$ cat src/rtl/mem_stage_pkg.sv
// Shared widths, exception bit indices and the EX->MEM bus layout for the MEM stage.
`ifndef MEM_STAGE_DEFINES
`define MEM_STAGE_DEFINES
`define EX_TO_MEM_WD 167
`define MEM_TO_WB_WD 70
`define MEM_TO_RF_WD 38
`define MEM_EXC_MASK 16'hFFFC
`define EXC_OV 6
`define EXC_ADEL 7
`define EXC_ADES 8
`define EXC_PCADDR 9
`endif

package mem_stage_pkg;

  // mem_op one-hot bit positions, decoded as {lb, lbu, lh, lhu, lw, sb, sh, sw}
  localparam int OP_LB  = 7;
  localparam int OP_LBU = 6;
  localparam int OP_LH  = 5;
  localparam int OP_LHU = 4;
  localparam int OP_LW  = 3;

  typedef struct packed {
    logic [15:0] excepttype;
    logic [7:0]  mem_op;
    logic        hi_we;
    logic [31:0] hi;
    logic        lo_we;
    logic [31:0] lo;
    logic [31:0] ex_pc;
    logic        data_ram_en;
    logic        data_ram_wen;
    logic [3:0]  data_ram_sel;
    logic        sel_rf_res;
    logic        rf_we;
    logic [4:0]  rf_waddr;
    logic [31:0] ex_result;
  } ex_to_mem_t;

  function automatic logic [31:0] ext8(input logic [7:0] b, input logic sgn);
    return {{24{sgn & b[7]}}, b};
  endfunction

  function automatic logic [31:0] ext16(input logic [15:0] h, input logic sgn);
    return {{16{sgn & h[15]}}, h};
  endfunction

endpackage

$ cat src/rtl/mem_load_align.sv
// Selects and extends the loaded byte/half/word from SRAM read data using the low address bits.
module mem_load_align
  import mem_stage_pkg::*;
(
  input  logic [7:0]  mem_op,
  input  logic [1:0]  addr,
  input  logic [31:0] rdata,
  output logic [31:0] data
);

  logic [7:0]  byte_val;
  logic [15:0] half_val;
  logic        unused_store_bits;

  assign unused_store_bits = ^mem_op[2:0];

  always_comb begin
    case (addr)
      2'd0:    byte_val = rdata[7:0];
      2'd1:    byte_val = rdata[15:8];
      2'd2:    byte_val = rdata[23:16];
      default: byte_val = rdata[31:24];
    endcase
    half_val = addr[1] ? rdata[31:16] : rdata[15:0];
    data = '0;
    if (mem_op[OP_LB])       data = ext8(byte_val, 1'b1);
    else if (mem_op[OP_LBU]) data = ext8(byte_val, 1'b0);
    else if (mem_op[OP_LH])  data = ext16(half_val, 1'b1);
    else if (mem_op[OP_LHU]) data = ext16(half_val, 1'b0);
    else if (mem_op[OP_LW])  data = rdata;
  end

endmodule

$ cat src/rtl/mem_stage.sv
// MEM pipeline stage: stage register, load data return, exception report and HI/LO commit.
// Optional MEM_HILO_FWD_EN shows a committing HI/LO value on hi_o/lo_o in its commit cycle.
module mem_stage
  import mem_stage_pkg::*;
(
  input  logic                     clk,
  input  logic                     rst,
  input  logic                     flush,
  input  logic                     stall_ex,
  input  logic                     stall_mem,
  input  logic [`EX_TO_MEM_WD-1:0] ex_to_mem_bus,
  input  logic [31:0]              data_sram_rdata,
  output logic [`MEM_TO_WB_WD-1:0] mem_to_wb_bus,
  output logic [`MEM_TO_RF_WD-1:0] mem_to_rf_bus,
  output logic [31:0]              hi_o,
  output logic [31:0]              lo_o,
  output logic                     except_valid,
  output logic [15:0]              except_type,
  output logic [31:0]              except_pc,
  output logic [31:0]              bad_vaddr
);

  ex_to_mem_t  stage_q;
  logic        valid_q;
  logic [31:0] hi_q;
  logic [31:0] lo_q;
  logic        exc;
  logic        hilo_commit;
  logic        rf_we_out;
  logic [31:0] load_data;
  logic [31:0] rf_wdata;
  logic        unused_bus_bits;

  // A stall_ex bubble clears the whole register so downstream sees a clean nop.
  always_ff @(posedge clk) begin
    if (rst || flush) begin
      valid_q <= 1'b0;
      stage_q <= '0;
    end else if (stall_mem) begin
      valid_q <= valid_q;
      stage_q <= stage_q;
    end else if (stall_ex) begin
      valid_q <= 1'b0;
      stage_q <= '0;
    end else begin
      valid_q <= 1'b1;
      stage_q <= ex_to_mem_bus;
    end
  end

  assign exc         = valid_q & (|(stage_q.excepttype & `MEM_EXC_MASK));
  assign hilo_commit = valid_q & ~exc & ~stall_mem & ~flush;

  always_ff @(posedge clk) begin
    if (rst) begin
      hi_q <= '0;
      lo_q <= '0;
    end else if (hilo_commit) begin
      if (stage_q.hi_we) hi_q <= stage_q.hi;
      if (stage_q.lo_we) lo_q <= stage_q.lo;
    end
  end

`ifdef MEM_HILO_FWD_EN
  assign hi_o = (hilo_commit && stage_q.hi_we) ? stage_q.hi : hi_q;
  assign lo_o = (hilo_commit && stage_q.lo_we) ? stage_q.lo : lo_q;
`else
  assign hi_o = hi_q;
  assign lo_o = lo_q;
`endif

  mem_load_align u_load_align (
    .mem_op (stage_q.mem_op),
    .addr   (stage_q.ex_result[1:0]),
    .rdata  (data_sram_rdata),
    .data   (load_data)
  );

  assign rf_wdata  = stage_q.sel_rf_res ? load_data : stage_q.ex_result;
  assign rf_we_out = stage_q.rf_we & valid_q & ~exc;

  assign mem_to_rf_bus = {rf_we_out, stage_q.rf_waddr, rf_wdata};
  assign mem_to_wb_bus = {stage_q.ex_pc, rf_we_out, stage_q.rf_waddr, rf_wdata};

  assign except_valid = exc;
  assign except_type  = stage_q.excepttype;
  assign except_pc    = stage_q.ex_pc;
  assign bad_vaddr    = (stage_q.excepttype[`EXC_ADEL] || stage_q.excepttype[`EXC_ADES])
                        ? stage_q.ex_result : stage_q.ex_pc;

  // Store strobes are consumed by the SRAM interface in EX, not here.
  assign unused_bus_bits = ^{stage_q.data_ram_en, stage_q.data_ram_wen, stage_q.data_ram_sel};

endmodule
$ cat config.mk
export PLATFORM = sky130hd
export DESIGN_NAME = mem_stage
export DESIGN_NICKNAME = d
export VERILOG_FILES = /design/src/rtl/mem_stage_pkg.sv /design/src/rtl/mem_load_align.sv /design/src/rtl/mem_stage.sv
export SDC_FILE = /design/constraint.sdc
export NUM_CORES = 1
export LEC_CHECK = 0
export ABC_AREA = 1
export CAP_MARGIN = 20
export CORE_AREA = 2 2 176 178
export CTS_CLUSTER_SIZE = 8
export DETAILED_ROUTE_END_ITERATION = 6
export DIE_AREA = 0 0 178 180
export GPL_TIMING_DRIVEN = 0
export PLACE_DENSITY = 0.69
export SLEW_MARGIN = 30
export SYNTH_ARGS = -nofsm -noshare
export SYNTH_HDL_FRONTEND = slang
export SYNTH_SLANG_ARGS = --single-unit
$ cat constraint.sdc
create_clock -name clk -period 2.3 [get_ports clk]
set_clock_uncertainty 0.1 [all_clocks]
set_input_delay 0.46 -clock clk [delete_from_list [all_inputs] [get_ports clk]]
set_output_delay 0.46 -clock clk [all_outputs]
set_load 0.05 [all_outputs]
==> reports/qor.yml <==
sta:
  fmax_ghz: 0.3569
  hold_viol_final: 0
  fin_crit_sh_pct: 121.8
  worst_slack_ps: -501.6
  worstMarginPinSlew_ps: 941.1
  setup_viol: 96
  fin_crit_ps: 2802
  slew_viol_final: 0
  max-slew-margin-rel_pct: 37.26
  fin_setup_tns_ps: -28120
  rsz0062_at_grt: "yes"
critical_path:
  path_common_cell: "buf_6"
  worst_path_max_delay_cell: "dfxtp_4"
  startpoint: "stage_q[1]"
  crit_type: "reg2out"
  crit_arrival_ps: 2240
  end_kind: "primary output"
  regToRegEndpoint: "lo_o[4]"
  critPathMaxStageDelay_ps: 370
  crit_fanout: 8
  crit_chain: "buf_6 > o211ai_1 > buf_4 > o211ai_4 > buf_12 > buf_6 > nand2_1 > nand2_2 > o21ai_4 > buf_6 > buf_8"
  reg2reg_depth: 10
  r2r_start: "except_type[7]"
  crit_path_end: "mem_to_wb_bus[21]"
  worst_ep_required_time_ps: 1740
  reg2reg_slack_ps: 220
  worstSetupStartpointType: "flip-flop"
cts:
  cts-htree-levels: 2
  cts_tree: "built"
  clockBufferDepth: 3
  clkSinkCount: 223
  cts_made_buffers: 34
  clkTransAtPathRegs_ps: 50
  clockRootBuffer: "clkbuf_16"
  clk_latency_ps: 510
floorplan:
  io_pins: 457
  fp.dieArea_mm2: 0.03204
  die_y_um: 180
  start_util_pct: 35.70
  rows: 64
  die_x_um: 178
  core_region_area_mm2: 0.03019
global_routing:
  grt_overflow_total: 0
  antenna_found_initial: 9
  grtUsageTotal_pct: 25.91
  gr-usage-met1_pct: 31.19
  grt.busiest_layer: "met2"
  grt_pass1_wl_um: 64400
  grtUsageMet2_pct: 43.58
  grtUsageMet3_pct: 6.493
  grt_pass1_vias: 11487
  grt_max_degree: 11
place:
  place_congestion: 0.8842
  port_buffers: 446
  dpl.cell_count: 2448
  post-dp-hpwl_um: 32540
worst_hold_path:
  hold_class: "reg2reg"
logic_synthesis:
  syn_inst: 1606
  synth-main-ff-cell: "dfxtp_1"
  synth_top_cell_area_share_pct: 41.42
  synth_common_cells: "nand2_1, dfxtp_1, a21oi_1"
  synth-edff-count: 0
  ys_warn_count: 0
  async_flop_share_pct: 0
  avgSynthCellArea_um2: 6.711
  synth_nets: 1810
  yosysMostFrequentCell: "nand2_1"
  synth_cell_type_count: 27
  synth_area_leader_cell: "dfxtp_1"
  syn_area_mm2: 0.01078
  synth_seq_cells: 223
  yosysSeqAreaShare_pct: 41.42
  synth_area_leaders: "dfxtp_1, nand2_1, buf_4"
finish:
  finalNetCount: 2333
  drive_above_1_share_pct: 25.83
  utilization_pct: 62.04
  final_cells: 2537
  syn2layout_area_growth_pct: 73.76
run_status:
  violations: "setup timing"
  status: "finished, violations left"
power:
  power.density_mw_per_mm2: 532.3
  ir_drop_mv: 0.3791
  p_leak_uw: 0.008517
  total_power_uw: 9970
detailed_routing:
  drc: 0
  vias: 12243
  drt_first_pass_iters: 5
  wirelength_um: 44140
  avgViaCountPerCell: 4.826
  postRouteAntennaNets: 0
  drt_iter0_drc: 759
  wl_per_cell_um: 17.40
run:
  maxCapViolCount: 0
## worst max-delay path, delay by kind of cell, from the launching register on
family | cells | cell delay [ps]
buf+inv | 6 | 840
compound gates | 3 | 400
flops | 1 | 370
simple gates | 2 | 130
## registers in the layout, indices dropped and copies added (netlist names)
name           flops
mem_to_rf_bus      5
stage_q          105
hi_o              32
valid_q            1
lo_o              32
except_pc         32
except_type       16
## layout make-up
type,count,area [µm²]
Sequential cell,223,4484
Clock inverter,4,41.29
Buffer,224,1659
Inverter,108,442.9
Antenna cell,8,20.02
Fill cell,2719,11460
Clock buffer,36,879.6
Timing Repair Buffer,487,5271
Tap cell,396,495.5
Multi-Input combinational cell,1050,5418
Timing Repair inverter,1,16.27
## where the power goes
| part | total, µW | switching [µW] | internal [µW] |
|---|---|---|---|
| registers | 3980 | 51.1 | 3930 |
| clock network | 4440 | 1740 | 2700 |
| logic | 1550 | 847 | 706 |
| total | 9970 | 2640 | 7330 |
## cell families after synthesis
group           count (synthesis)  synth area share, %
buf+inv                       333                16.81
flops                         223                41.42
simple gates                  803                29.70
compound gates                247                12.07
## what timing repair did
item,in CTS,in global routing
gates cloned,3,3
hold buffers,0,0
endpoints found under the hold margin,0,0
gates resized for setup,904,233
pin swaps,15,21
setup endpoints to repair,289,159
buffers inserted,14,22
## cells in the final DEF (no fill, tap or decap), types with 24 or more instances in the layout
cell / netlist / routed
buf_4: 130 / 164
inv_1: 100 / 99
buf_6: 6 / 90
nand2_1: 550 / 486
clkbuf_16: 0 / 40
dfxtp_1: 223 / 213
clkbuf_1: 54 / 43
a21oi_1: 160 / 159
dlymetal6s2s_1: 0 / 60
nand2_4: 0 / 24
buf_8: 0 / 53
nand2_2: 0 / 40
nor2_1: 151 / 145
nand3_1: 92 / 82
o21ai_4: 0 / 27
clkdlybuf4s50_1: 0 / 253
## stage by stage
stage / instance area (µm²) / hold slack, ps / worst slack, ps
floorplan: 11090 / 336.3 / -280.8
global placement: 16050 / 349.1 / -1368
detailed placement: 16050 / 355.2 / -1399
CTS: 17710 / 363.5 / -472.4
global route: 18730 / 377.9 / -556.0
finish: 18730 / 361.3 / -501.6
## how the worst min path moves through the flow
| stage | end | startpoint | cells after the start |
|---|---|---|---|
| 2_1_floorplan | stage_q[132] | stage_q[132] | 2 |
| 3_3_place_gp | stage_q[132] | stage_q[132] | 2 |
| 3_5_place_dp | stage_q[5] | stage_q[5] | 2 |
| 4_1_cts | stage_q[126] | stage_q[126] | 2 |
| 5_1_grt | stage_q[101] | stage_q[101] | 2 |
| 6_report | stage_q[115] | stage_q[115] | 2 |
## routing by layer
metal / vias up / part of all wire (%)
met4: 2 / 3.8
met1: 5653 / 39
li1: 5963 / -
met2: 521 / 48
met3: 104 / 8.7
met5: - / 0.029
Note: power is estimated with default switching activity, not from simulation.
